### src/rtl/dmem_port_arbiter_if.sv
// One master's request/response port into the data-memory arbiter.
// The master modport is the requesting side; the slave modport is the arbiter side.
interface dmem_port_arbiter_if #(
  parameter int AW = 32,
  parameter int DW = 32
);
  logic            req;
  logic            we;
  logic [AW-1:0]   addr;
  logic [DW-1:0]   wdata;
  logic [DW/8-1:0] be;
  logic            gnt;
  logic            rvalid;
  logic [DW-1:0]   rdata;

  modport master (
    output req, we, addr, wdata, be,
    input  gnt, rvalid, rdata
  );

  modport slave (
    input  req, we, addr, wdata, be,
    output gnt, rvalid, rdata
  );
endinterface

### src/rtl/dmem_port_arbiter.sv
// Two-master arbiter (m0 = CPU MEM stage, m1 = loader/debug) for one synchronous data RAM.
// Define ARB_CPU_PRIORITY_EN for fixed m0 priority; otherwise ties are round-robin.
//
// state    | meaning
// S_IDLE   | grants issued combinationally; writes complete here
// S_RWAIT  | read in flight; rvalid to owner when cnt reaches 0
module dmem_port_arbiter #(
  parameter int AW     = 32,
  parameter int DW     = 32,
  parameter int RD_LAT = 1
) (
  input  logic                 clk,
  input  logic                 reset,
  dmem_port_arbiter_if.slave   m0,
  dmem_port_arbiter_if.slave   m1,
  input  logic                 m1_lock,
  output logic                 mem_en,
  output logic                 mem_we,
  output logic [AW-1:0]        mem_addr,
  output logic [DW-1:0]        mem_wdata,
  output logic [DW/8-1:0]      mem_be,
  input  logic [DW-1:0]        mem_rdata,
  output logic                 busy,
  output logic                 owner
);

  if (RD_LAT < 1 || RD_LAT > 4) begin : g_bad_rd_lat
    $error("dmem_port_arbiter: RD_LAT must be in 1..4");
  end

  localparam logic [1:0] CNT_LOAD = 2'(RD_LAT - 1);

  typedef enum logic {S_IDLE, S_RWAIT} state_t;

  state_t     state, state_nxt;
  logic [1:0] cnt, cnt_nxt;
  logic       last_owner;
  logic       m0_elig, m1_elig;
  logic       win, win_we, grant, rd_done;

  // A locked m1 owner shuts m0 out; lock means nothing once m0 owns the RAM.
  always_comb begin
    m0_elig = m0.req & ~(owner & m1_lock);
    m1_elig = m1.req;
`ifdef ARB_CPU_PRIORITY_EN
    win = ~m0_elig;
`else
    if (m0_elig && m1_elig)
      win = ~last_owner;
    else
      win = ~m0_elig;
`endif
    grant  = (state == S_IDLE) & ~reset & (m0_elig | m1_elig);
    win_we = win ? m1.we : m0.we;
  end

  always_comb begin
    state_nxt = state;
    cnt_nxt   = cnt;
    rd_done   = 1'b0;
    case (state)
      S_IDLE: begin
        if (grant && !win_we) begin
          state_nxt = S_RWAIT;
          cnt_nxt   = CNT_LOAD;
        end
      end
      S_RWAIT: begin
        if (cnt == 2'd0) begin
          rd_done   = ~reset;
          state_nxt = S_IDLE;
        end else begin
          cnt_nxt = cnt - 2'd1;
        end
      end
      default: state_nxt = S_IDLE;
    endcase
  end

  always_ff @(posedge clk or posedge reset) begin
    if (reset) begin
      state      <= S_IDLE;
      cnt        <= 2'd0;
      last_owner <= 1'b1;
      owner      <= 1'b0;
    end else begin
      state <= state_nxt;
      cnt   <= cnt_nxt;
      if (grant) begin
        owner      <= win;
        last_owner <= win;
      end
    end
  end

  // Memory command is driven only while a grant is live; idle cycles present zeros.
  always_comb begin
    mem_en    = 1'b0;
    mem_we    = 1'b0;
    mem_addr  = '0;
    mem_wdata = '0;
    mem_be    = '0;
    m0.gnt    = 1'b0;
    m1.gnt    = 1'b0;
    if (grant) begin
      mem_en = 1'b1;
      mem_we = win_we;
      if (win) begin
        m1.gnt    = 1'b1;
        mem_addr  = m1.addr;
        mem_wdata = m1.wdata;
        mem_be    = m1.be;
      end else begin
        m0.gnt    = 1'b1;
        mem_addr  = m0.addr;
        mem_wdata = m0.wdata;
        mem_be    = m0.be;
      end
    end
  end

  always_comb begin
    m0.rvalid = rd_done & ~owner;
    m1.rvalid = rd_done & owner;
    m0.rdata  = m0.rvalid ? mem_rdata : '0;
    m1.rdata  = m1.rvalid ? mem_rdata : '0;
    busy      = (state != S_IDLE);
  end

endmodule
### src/flat_wrapper.sv
// flat-port wrapper written by rule: the top's interface ports become plain ports
module dmem_port_arbiter_flat 
#(
  parameter int AW     = 32,
  parameter int DW     = 32,
  parameter int RD_LAT = 1
)
  (clk, reset, m1_lock, mem_en, mem_we, mem_addr, mem_wdata, mem_be, mem_rdata, busy, owner, m0_req, m0_we, m0_addr, m0_wdata, m0_be, m0_gnt, m0_rvalid, m0_rdata, m1_req, m1_we, m1_addr, m1_wdata, m1_be, m1_gnt, m1_rvalid, m1_rdata);
  dmem_port_arbiter_if #(.AW(AW), .DW(DW)) m0_i ();
  dmem_port_arbiter_if #(.AW(AW), .DW(DW)) m1_i ();
  input  logic clk;
  input  logic reset;
  input  logic m1_lock;
  output logic mem_en;
  output logic mem_we;
  output logic [AW-1:0] mem_addr;
  output logic [DW-1:0] mem_wdata;
  output logic [DW/8-1:0] mem_be;
  input  logic [DW-1:0] mem_rdata;
  output logic busy;
  output logic owner;
  input wire logic [$bits(m0_i.req)-1:0] m0_req;
  input wire logic [$bits(m0_i.we)-1:0] m0_we;
  input wire logic [$bits(m0_i.addr)-1:0] m0_addr;
  input wire logic [$bits(m0_i.wdata)-1:0] m0_wdata;
  input wire logic [$bits(m0_i.be)-1:0] m0_be;
  output wire logic [$bits(m0_i.gnt)-1:0] m0_gnt;
  output wire logic [$bits(m0_i.rvalid)-1:0] m0_rvalid;
  output wire logic [$bits(m0_i.rdata)-1:0] m0_rdata;
  input wire logic [$bits(m1_i.req)-1:0] m1_req;
  input wire logic [$bits(m1_i.we)-1:0] m1_we;
  input wire logic [$bits(m1_i.addr)-1:0] m1_addr;
  input wire logic [$bits(m1_i.wdata)-1:0] m1_wdata;
  input wire logic [$bits(m1_i.be)-1:0] m1_be;
  output wire logic [$bits(m1_i.gnt)-1:0] m1_gnt;
  output wire logic [$bits(m1_i.rvalid)-1:0] m1_rvalid;
  output wire logic [$bits(m1_i.rdata)-1:0] m1_rdata;
  assign m0_i.req = m0_req;
  assign m0_i.we = m0_we;
  assign m0_i.addr = m0_addr;
  assign m0_i.wdata = m0_wdata;
  assign m0_i.be = m0_be;
  assign m0_gnt = m0_i.gnt;
  assign m0_rvalid = m0_i.rvalid;
  assign m0_rdata = m0_i.rdata;
  assign m1_i.req = m1_req;
  assign m1_i.we = m1_we;
  assign m1_i.addr = m1_addr;
  assign m1_i.wdata = m1_wdata;
  assign m1_i.be = m1_be;
  assign m1_gnt = m1_i.gnt;
  assign m1_rvalid = m1_i.rvalid;
  assign m1_rdata = m1_i.rdata;
  dmem_port_arbiter #(.AW(AW), .DW(DW), .RD_LAT(RD_LAT)) u_core (.clk(clk), .reset(reset), .m0(m0_i), .m1(m1_i), .m1_lock(m1_lock), .mem_en(mem_en), .mem_we(mem_we), .mem_addr(mem_addr), .mem_wdata(mem_wdata), .mem_be(mem_be), .mem_rdata(mem_rdata), .busy(busy), .owner(owner));
endmodule
### config.mk
export PLATFORM = sky130hd
export DESIGN_NAME = dmem_port_arbiter_flat
export DESIGN_NICKNAME = d
export VERILOG_FILES = /design/src/rtl/dmem_port_arbiter_if.sv /design/src/rtl/dmem_port_arbiter.sv /design/src/flat_wrapper.sv
export SDC_FILE = /design/constraint.sdc
export NUM_CORES = 1
export LEC_CHECK = 0
export ABC_AREA = 0
export BUFFER_PORTS_ARGS = -buffer_cell sky130_fd_sc_hd__buf_2
export CORE_AREA = 2 2 122 124
export CTS_BUF_LIST = sky130_fd_sc_hd__clkbuf_16
export CTS_CLUSTER_DIAMETER = 200
export DETAILED_ROUTE_END_ITERATION = 10
export DIE_AREA = 0 0 124 126
export MAX_ROUTING_LAYER = met4
export PLACE_DENSITY_LB_ADDON = 0.05
export RECOVER_POWER = 50
export SKIP_CTS_REPAIR_TIMING = 1
export SYNTH_ARGS = -nofsm -noshare
export SYNTH_HDL_FRONTEND = slang
export SYNTH_SLANG_ARGS = --single-unit
### constraint.sdc
create_clock -name clk -period 4.6 [get_ports clk]
set_input_delay 0.92 -clock clk [delete_from_list [all_inputs] [get_ports clk]]
set_output_delay 0.92 -clock clk [all_outputs]
set_load 0.005 [all_outputs]
==> metrics.md, run 1 <==
| Metric | Value |
|---|---|
| Status | finished, final reports clean |
| Slew @ Worst Pin | between 1 and 1.5 ns |
| Reg2reg setup slack | approximately 2.4 ns |
| GRT overflow | 0 |
| Max clock buf depth | 2 |
| Hold Path Sink | u_core.last_owner |
| Initial Util | a little over a tenth |
| Worst-path clk slew | 0.03 ns |
| Rel. slew slack | ~2.5% |
| Routed Antenna Nets | 0 |
| H-tree Lvls | 1 |
| Avg Inst Size Synth | between 8 and 9 sq um |
| Core Area | 0.01431 sq mm |
| Via count | 2859 |
| Netlist cell types | 26 |
| Routed vias/inst | about 4.3 |
| Worst Hold Class | flip-flop to flip-flop |
| Cts bufs inserted | 3 |
| Die H | between 100 and 150 um |
| Setup_tns | 0 ns |
| Die W | ~120 um |
| Final Setup Violations | 0 |
| Max FO, Critical Path | 69 |
| DIE AREA | roughly 0.016 sq mm |
| Routability cong. | roughly 0.8 |
| Synthesis Warnings | 0 |
| Psw | just under 400 uW |
| Min-delay src | u_core.last_owner |
| P per Cell Area | roughly 260 mW/mm^2 |
| First-pass GRT wire length | around 14 mm |
| Comb pwr share | between 70 and 80% |
| WS Path Type | input port to primary output |
| DR pass1 iterations | 5 |
| Avg WL per Cell | around 15 um |
| Share of cells above drive strength 1 | ~62% |
| DRC Markers | 0 |
| Area grow syn2layout | 111.4% |
| Top Ports | between 300 and 400 |
| Clock Root Buffer | clkbuf_16 |
| Startpoint types | input port |
| Total track usage | a little under an eighth |
| Switch share | ~44% |
| Vias in the first global route | around 2600 |
| Final slew viol count | 0 |
| FP Rows | 44 |
| Skew final | around 0.0017 ns |
| Internal power | 482.0 uW |
| R2r endpoint | u_core.owner |
| Mapped Cells | around 190 |
| Area after DPL | 0.003242 sq mm |
| MaxCap Viol Count | 0 |
| VDD IR max | ~120 uV |
| Clock share of power | 16.2% |
| R2R Path Start | u_core.busy |
| CTS Sinks | 5 |
| Later-pin clock latency in the skew report | between 0.2 and 0.25 ns |
| Largest net degree at the start of global routing | 70 |
| Seq pwr share | 10.0% |
| Highest clock rate | around 280 MHz |
| HPWL Detailed | 8.208 mm |
| Syn_nets | around 370 |
| Final hold viol count | 0 |
| Total power | roughly 870 uW |
| Starting DRT DRC Count | between 90 and 100 |
| Synth Register Bits | 5 |
| Register-to-Register Path Depth | 4 |
| Hold WS | around 0.5 ns |
| PortBufs | between 300 and 400 |
| Worst EP required | 3.68 ns |
| Synthesized area | approximately 0.0016 sq mm |
| Register area share after synthesis | roughly 8.1% |
| Initial antenna violation count | 1 |
| Worst path arrival time | 2.70 ns |
| Pleak | approximately 0.0019 uW |
| Nets | 664 |
| Hold depth | 2 |
| Final Cell Area | around 0.0033 sq mm |
| Period utilization | between 70 and 80% |
| Final wirelength | around 10 mm |
| TritonCTS clock tree | done |
| Worst setup EP type | primary output |
| RSZ-0062 raised after global routing | no |
| Tmin final | approximately 3.6 ns |
-- worst max-delay path by stage --
stage / startpoint / end / slack, ns / cells after the start
5_1_grt: reset / m0_rdata[9] / 0.69 / 6
4_1_cts: m1_lock / mem_wdata[29] / 1.16 / 6
2_1_floorplan: m0_req / mem_wdata[15] / 1.80 / 7
3_5_place_dp: m1_lock / mem_wdata[29] / 1.16 / 6
6_report: reset / mem_wdata[29] / 0.98 / 5
3_3_place_gp: m1_lock / mem_wdata[30] / 1.20 / 6
-- synth_stat cells --
| cell type | count | area share (%) |
|---|---|---|
| a32o_1 | 68 | 44 |
| and2_1 | 65 | 26 |
| clkbuf_1 | 14 | 3.4 |
| buf_2 | 7 | 2.3 |
| inv_1 | 6 | 1.5 |
| buf_6 | 5 | 3.6 |
| dfrtp_1 | 4 | 6.5 |
| a21oi_1 | 2 | 0.65 |
| and4_1 | 2 | 1.1 |
| nand2b_1 | 2 | 0.81 |
| nor2_1 | 2 | 0.48 |
| a21bo_2 | 1 | 0.65 |
| a21boi_4 | 1 | 1.2 |
| a31oi_1 | 1 | 0.40 |
| and3_1 | 1 | 0.40 |
| buf_1 | 1 | 0.24 |
| buf_4 | 1 | 0.48 |
| dfstp_2 | 1 | 1.7 |
| ha_1 | 1 | 0.81 |
| mux2_2 | 1 | 0.73 |
| mux2i_1 | 1 | 0.65 |
| nand3_1 | 1 | 0.32 |
| nor2_2 | 1 | 0.40 |
| nor2_4 | 1 | 0.73 |
| nor2b_1 | 1 | 0.40 |
| o21ai_2 | 1 | 0.56 |
-- cells by family after synthesis --
logic type	synth area share, %
and+or+nand+nor	30.89
AOI/OAI and AO/OA	47.34
buffers and inverters	11.45
DFF	8.146
muxes	1.371
adders and majority gates	0.8063
-- placed cells by master, fill, tap and decap left out, drive strengths merged, types with 2 or more instances in the layout --
cell type / Yosys / routed
and4: 2 / 2
and2: 65 / 65
dfrtp: 4 / 4
nand2b: 2 / 2
a21oi: 2 / 2
inv: 6 / 7
clkbuf: 14 / 30
a32o: 68 / 68
nor2: 4 / 4
buf: 14 / 292
-- critical path, stage by stage --
cell and delay [ns]:
clkbuf_1 0.11, nor2_4 0.09, clkbuf_2 1.02, a32o_1 0.33
buf_2 0.13
-- layer usage --
| layer | routed length [um] | vias up | GRT usage (%) |
|---|---|---|---|
| met5 | 0 | - | - |
| met4 | 137 | 0 | 2.644 |
| met3 | 1085 | 12 | 1.947 |
| met2 | 5710 | 181 | 24.11 |
| met1 | 3275 | 1308 | 10.95 |
| li1 | - | 1358 | - |
-- power groups by stage --
stage | clock [uW] | sequential, uW | combinational [uW]
3_5_place_dp | 0 | 88.5 | 663
2_1_floorplan | 0 | 82.9 | 371
5_1_grt | 145 | 91.2 | 709
4_1_cts | 143 | 88.0 | 661
3_3_place_gp | 0 | 87.5 | 668
6_report | 141 | 86.9 | 639
-- flip-flops by register name (all words and copies together), names as in the netlist --
| signal | flops |
|---|---|
| u_core.cnt | 2 |
| u_core.busy | 1 |
| u_core.last_owner | 1 |
| u_core.owner | 1 |
-- final cells by class --
class,count,area [sq um]
Antenna cell,1,2.502
Clock buffer,3,75.07
Clock inverter,1,3.754
Fill cell,1626,11030
Inverter,6,22.52
Multi-Input combinational cell,153,1250
Sequential cell,5,126.4
Tap cell,184,230.2
Timing Repair Buffer,319,1569
-- through the flow --
| stage | setup slack [ns] | cells | utilization, % |
|---|---|---|---|
| after floorplan | 1.796 | 192 | - |
| after global placement | 1.201 | 667 | 22.65 |
| after detailed placement | 1.162 | 667 | 22.65 |
| after CTS | 1.160 | 671 | 23.20 |
| after global routing | 0.6917 | 672 | 22.91 |
| final | 0.9817 | 672 | 22.91 |
Note: power is estimated with default switching activity, not from simulation.
==> run 2: changes to the inputs <==
--- a/config.mk
+++ b/config.mk
@@ -7,11 +7,11 @@
 export LEC_CHECK = 0
 export ABC_AREA = 0
 export BUFFER_PORTS_ARGS = -buffer_cell sky130_fd_sc_hd__buf_2
-export CORE_AREA = 2 2 122 124
+export CORE_AREA = 2 2 123 125
 export CTS_BUF_LIST = sky130_fd_sc_hd__clkbuf_16
 export CTS_CLUSTER_DIAMETER = 200
 export DETAILED_ROUTE_END_ITERATION = 10
-export DIE_AREA = 0 0 124 126
+export DIE_AREA = 0 0 125 127
 export MAX_ROUTING_LAYER = met4
 export PLACE_DENSITY_LB_ADDON = 0.05
 export RECOVER_POWER = 50
==> constraint.sdc (replaced) <==
create_clock -name clk -period 3.7 [get_ports clk]
set_input_delay 0.74 -clock clk [delete_from_list [all_inputs] [get_ports clk]]
set_output_delay 0.74 -clock clk [all_outputs]
set_load 0.005 [all_outputs]
==> run 2 against run 1 <==
  * Worst setup slack lost 0.30 ns
  * Via count is essentially flat
  * Critical path depth grew 2
  * Hold slack worse by 0.020 ns
  * Flip-flop and latch count stayed put
  * Combinational power up 27%
  * Cell count is 0.15% lower
  * Core utilization is 0.062 points lower
  * Largest cell class unchanged
==> metrics.md, run 2 (synthesized netlist as in run 1, its figures left out) <==
| Metric | Value |
|---|---|
| DIE AREA | 0.01588 sq mm (+1.6%) |
| Initial antenna violation count | 0 (-1) |
| First-pass GRT wire length | 14.82 mm (+5.9%) |
| Die W | 125 um (+0.81%) |
| Fin cells | 671 (-0.15%) |
| Most common cell after layout, fill and taps aside | buf_2 |
| Final hold viol count | 0 (unchanged) |
| Final Setup Violations | 0 (unchanged) |
| Top Ports | 315 (unchanged) |
| Cts bufs inserted | 3 (unchanged) |
| Placed instance count | 667 (unchanged) |
| Avg WL per Cell | 15.22 um (+0.17%) |
| TritonCTS clock tree | done |
| Skew final | 0.001131 ns (-0.0006118 ns) |
| Die H | 127 um (+0.79%) |
| Routability cong. | 0.7892 (-3.1%) |
| PortBufs | 314 (unchanged) |
| DR pass1 iterations | 4 (-1) |
| Tmin final | about 3.0 ns |
| M2 GR Usage | 24.62% (+0.51 points) |
| Multi-input gate area | 0.001250 sq mm (unchanged) |
| Total track usage | 11.85% (+0.11 points) |
| Starting DRT DRC Count | 82 (-12%) |
| N_diodes | 0 (-1) |
| Max clock buf depth | 2 (unchanged) |
| Vias in the first global route | 2782 (+6.1%) |
| Via count | 2860 (+0.035%) |
| Fill cell count | 1663 (+2.3%) |
| Worst-path clk slew | 0.03 ns (about the same) |
| Worst setup EP type | primary output |
| Area grow syn2layout | 112.4% |
| HPWL Detailed | 8.252 mm (+0.53%) |
| Max FO, Critical Path | 69 (unchanged) |
| Period utilization | around 82% |
| Routed vias/inst | 4.262 (+0.18%) |
| Largest net degree at the start of global routing | 70 (unchanged) |
| Status | finished, final reports clean |
| Worst EP required | 2.96 ns (-0.72 ns) |
| Final Core Density | 22.85% (-0.062 points) |
| Core Area | 0.01442 sq mm (+0.77%) |
| Global routing's busiest layer | met2 |
| Final wirelength | 10.21 mm (about the same) |
| Routed Antenna Nets | 0 (unchanged) |
| Reg with most FFs | u_core.cnt |
| Setup ws final | 0.6813 ns (-0.3004 ns) |
| CTS Sinks | 5 (unchanged) |
| Startpoint types | input port |
| Slew @ Worst Pin | 0.7529 ns (-0.7090 ns) |
| FP Rows | 44 (unchanged) |
| GRT overflow | 0 (unchanged) |
| P per Cell Area | 332.4 mW/mm^2 (+26%) |
| MaxCap Viol Count | 0 (unchanged) |
| Met3 Track Usage GR | 2.680% (+0.73 points) |
| VDD IR max | 150.2 uV (+30%) |
| Final slew viol count | 0 (unchanged) |
| Share of cells above drive strength 1 | 59.96% (-2.3 points) |
| Setup_tns | 0 ns (unchanged) |
| Worst path arrival time | 2.28 ns (-0.42 ns) |
| Clock Root Buffer | clkbuf_16 |
| Highest clock rate | approximately 330 MHz |
| H-tree Lvls | 1 (unchanged) |
| Worst Hold Class | input port to async pin |
| Reg area | 126.4 sq um (unchanged) |
| WS Path Type | input port to primary output |
| Most frequent cells in the layout | buf_2, a32o_1, and2_1, clkbuf_1, inv_1 |
| Max reg flops | 2 (unchanged) |
| Nets | 664 (unchanged) |
| DRC Markers | 0 (unchanged) |
| Pleak | 0.001838 uW (-0.67%) |
| Rel. slew slack | 49.81% (+47 points) |
| Later-pin clock latency in the skew report | 0.23 ns (about the same) |
| Initial Util | 10.76% (-0.083 points) |
| GRT met1 Usage | 10.99% (+0.037 points) |
| Place WS | 0.6687 ns (-0.4931 ns) |
| RSZ-0062 raised after global routing | no |
run 2: changes by cell type in the layout (fill, tap and decap cells not counted):
cell,previous run,this run
buf_12,0,2
clkbuf_1,26,37
clkbuf_2,1,0
diode_2,1,0
and2_1,33,60
buf_4,2,3
buf_2,290,277
and2_0,31,4
run 2: final timing paths:
kind	start	to	slack, ns	cells after the start
setup / recovery	m0_req	mem_wdata[22]	0.68	7
setup reg to reg	u_core.owner	u_core.cnt[1]	1.86	5
hold reg to reg	u_core.last_owner	u_core.last_owner	0.50	2
hold / removal	reset	u_core.busy	0.48	2
min in group clk	u_core.last_owner	u_core.last_owner	0.50	2
max in group asynchronous	reset	u_core.last_owner	2.96	2
run 2: power breakdown:
group	total, uW	switching (uW)	internal, uW
Combinational	810	422	389
Clock	176	36.2	140
Sequential	109	24.4	84.3
run 2: per-layer routing:
layer | vias up | part of all wire (%)
li1 | 1353 | -
met1 | 1317 | 34
met2 | 175 | 55
met3 | 15 | 8.8
met4 | 0 | 1.8
met5 | - | 0
run 2: cell type report:
type                       instances  share of cell area (%)
timing repair buffer             319                   48.18
inverter                           6                  0.6834
clock inverter                     1                  0.1139
multi-input combinational        153                   37.93
tap                              184                   6.986
sequential                         5                   3.834
clock buffer                       3                   2.278
run 2: critical path, stage by stage:
cell and delay, ns:
buf_2 0.10, a21boi_4 0.14, o21ai_0 0.56, nor2_4 0.09
buf_12 0.21, a32o_1 0.24, buf_2 0.14
run 2: through the flow:
stage | instance area [sq um] | total power (uW) | hold slack, ns
finish | 3296 | 1095 | 0.4769
global route | 3296 | 1198 | 0.5144
CTS | 3346 | 1128 | 0.4693
detailed placement | 3267 | 945.6 | 0.4900
global placement | 3267 | 952.8 | 0.4938
floorplan | 1551 | 564.7 | 0.4760
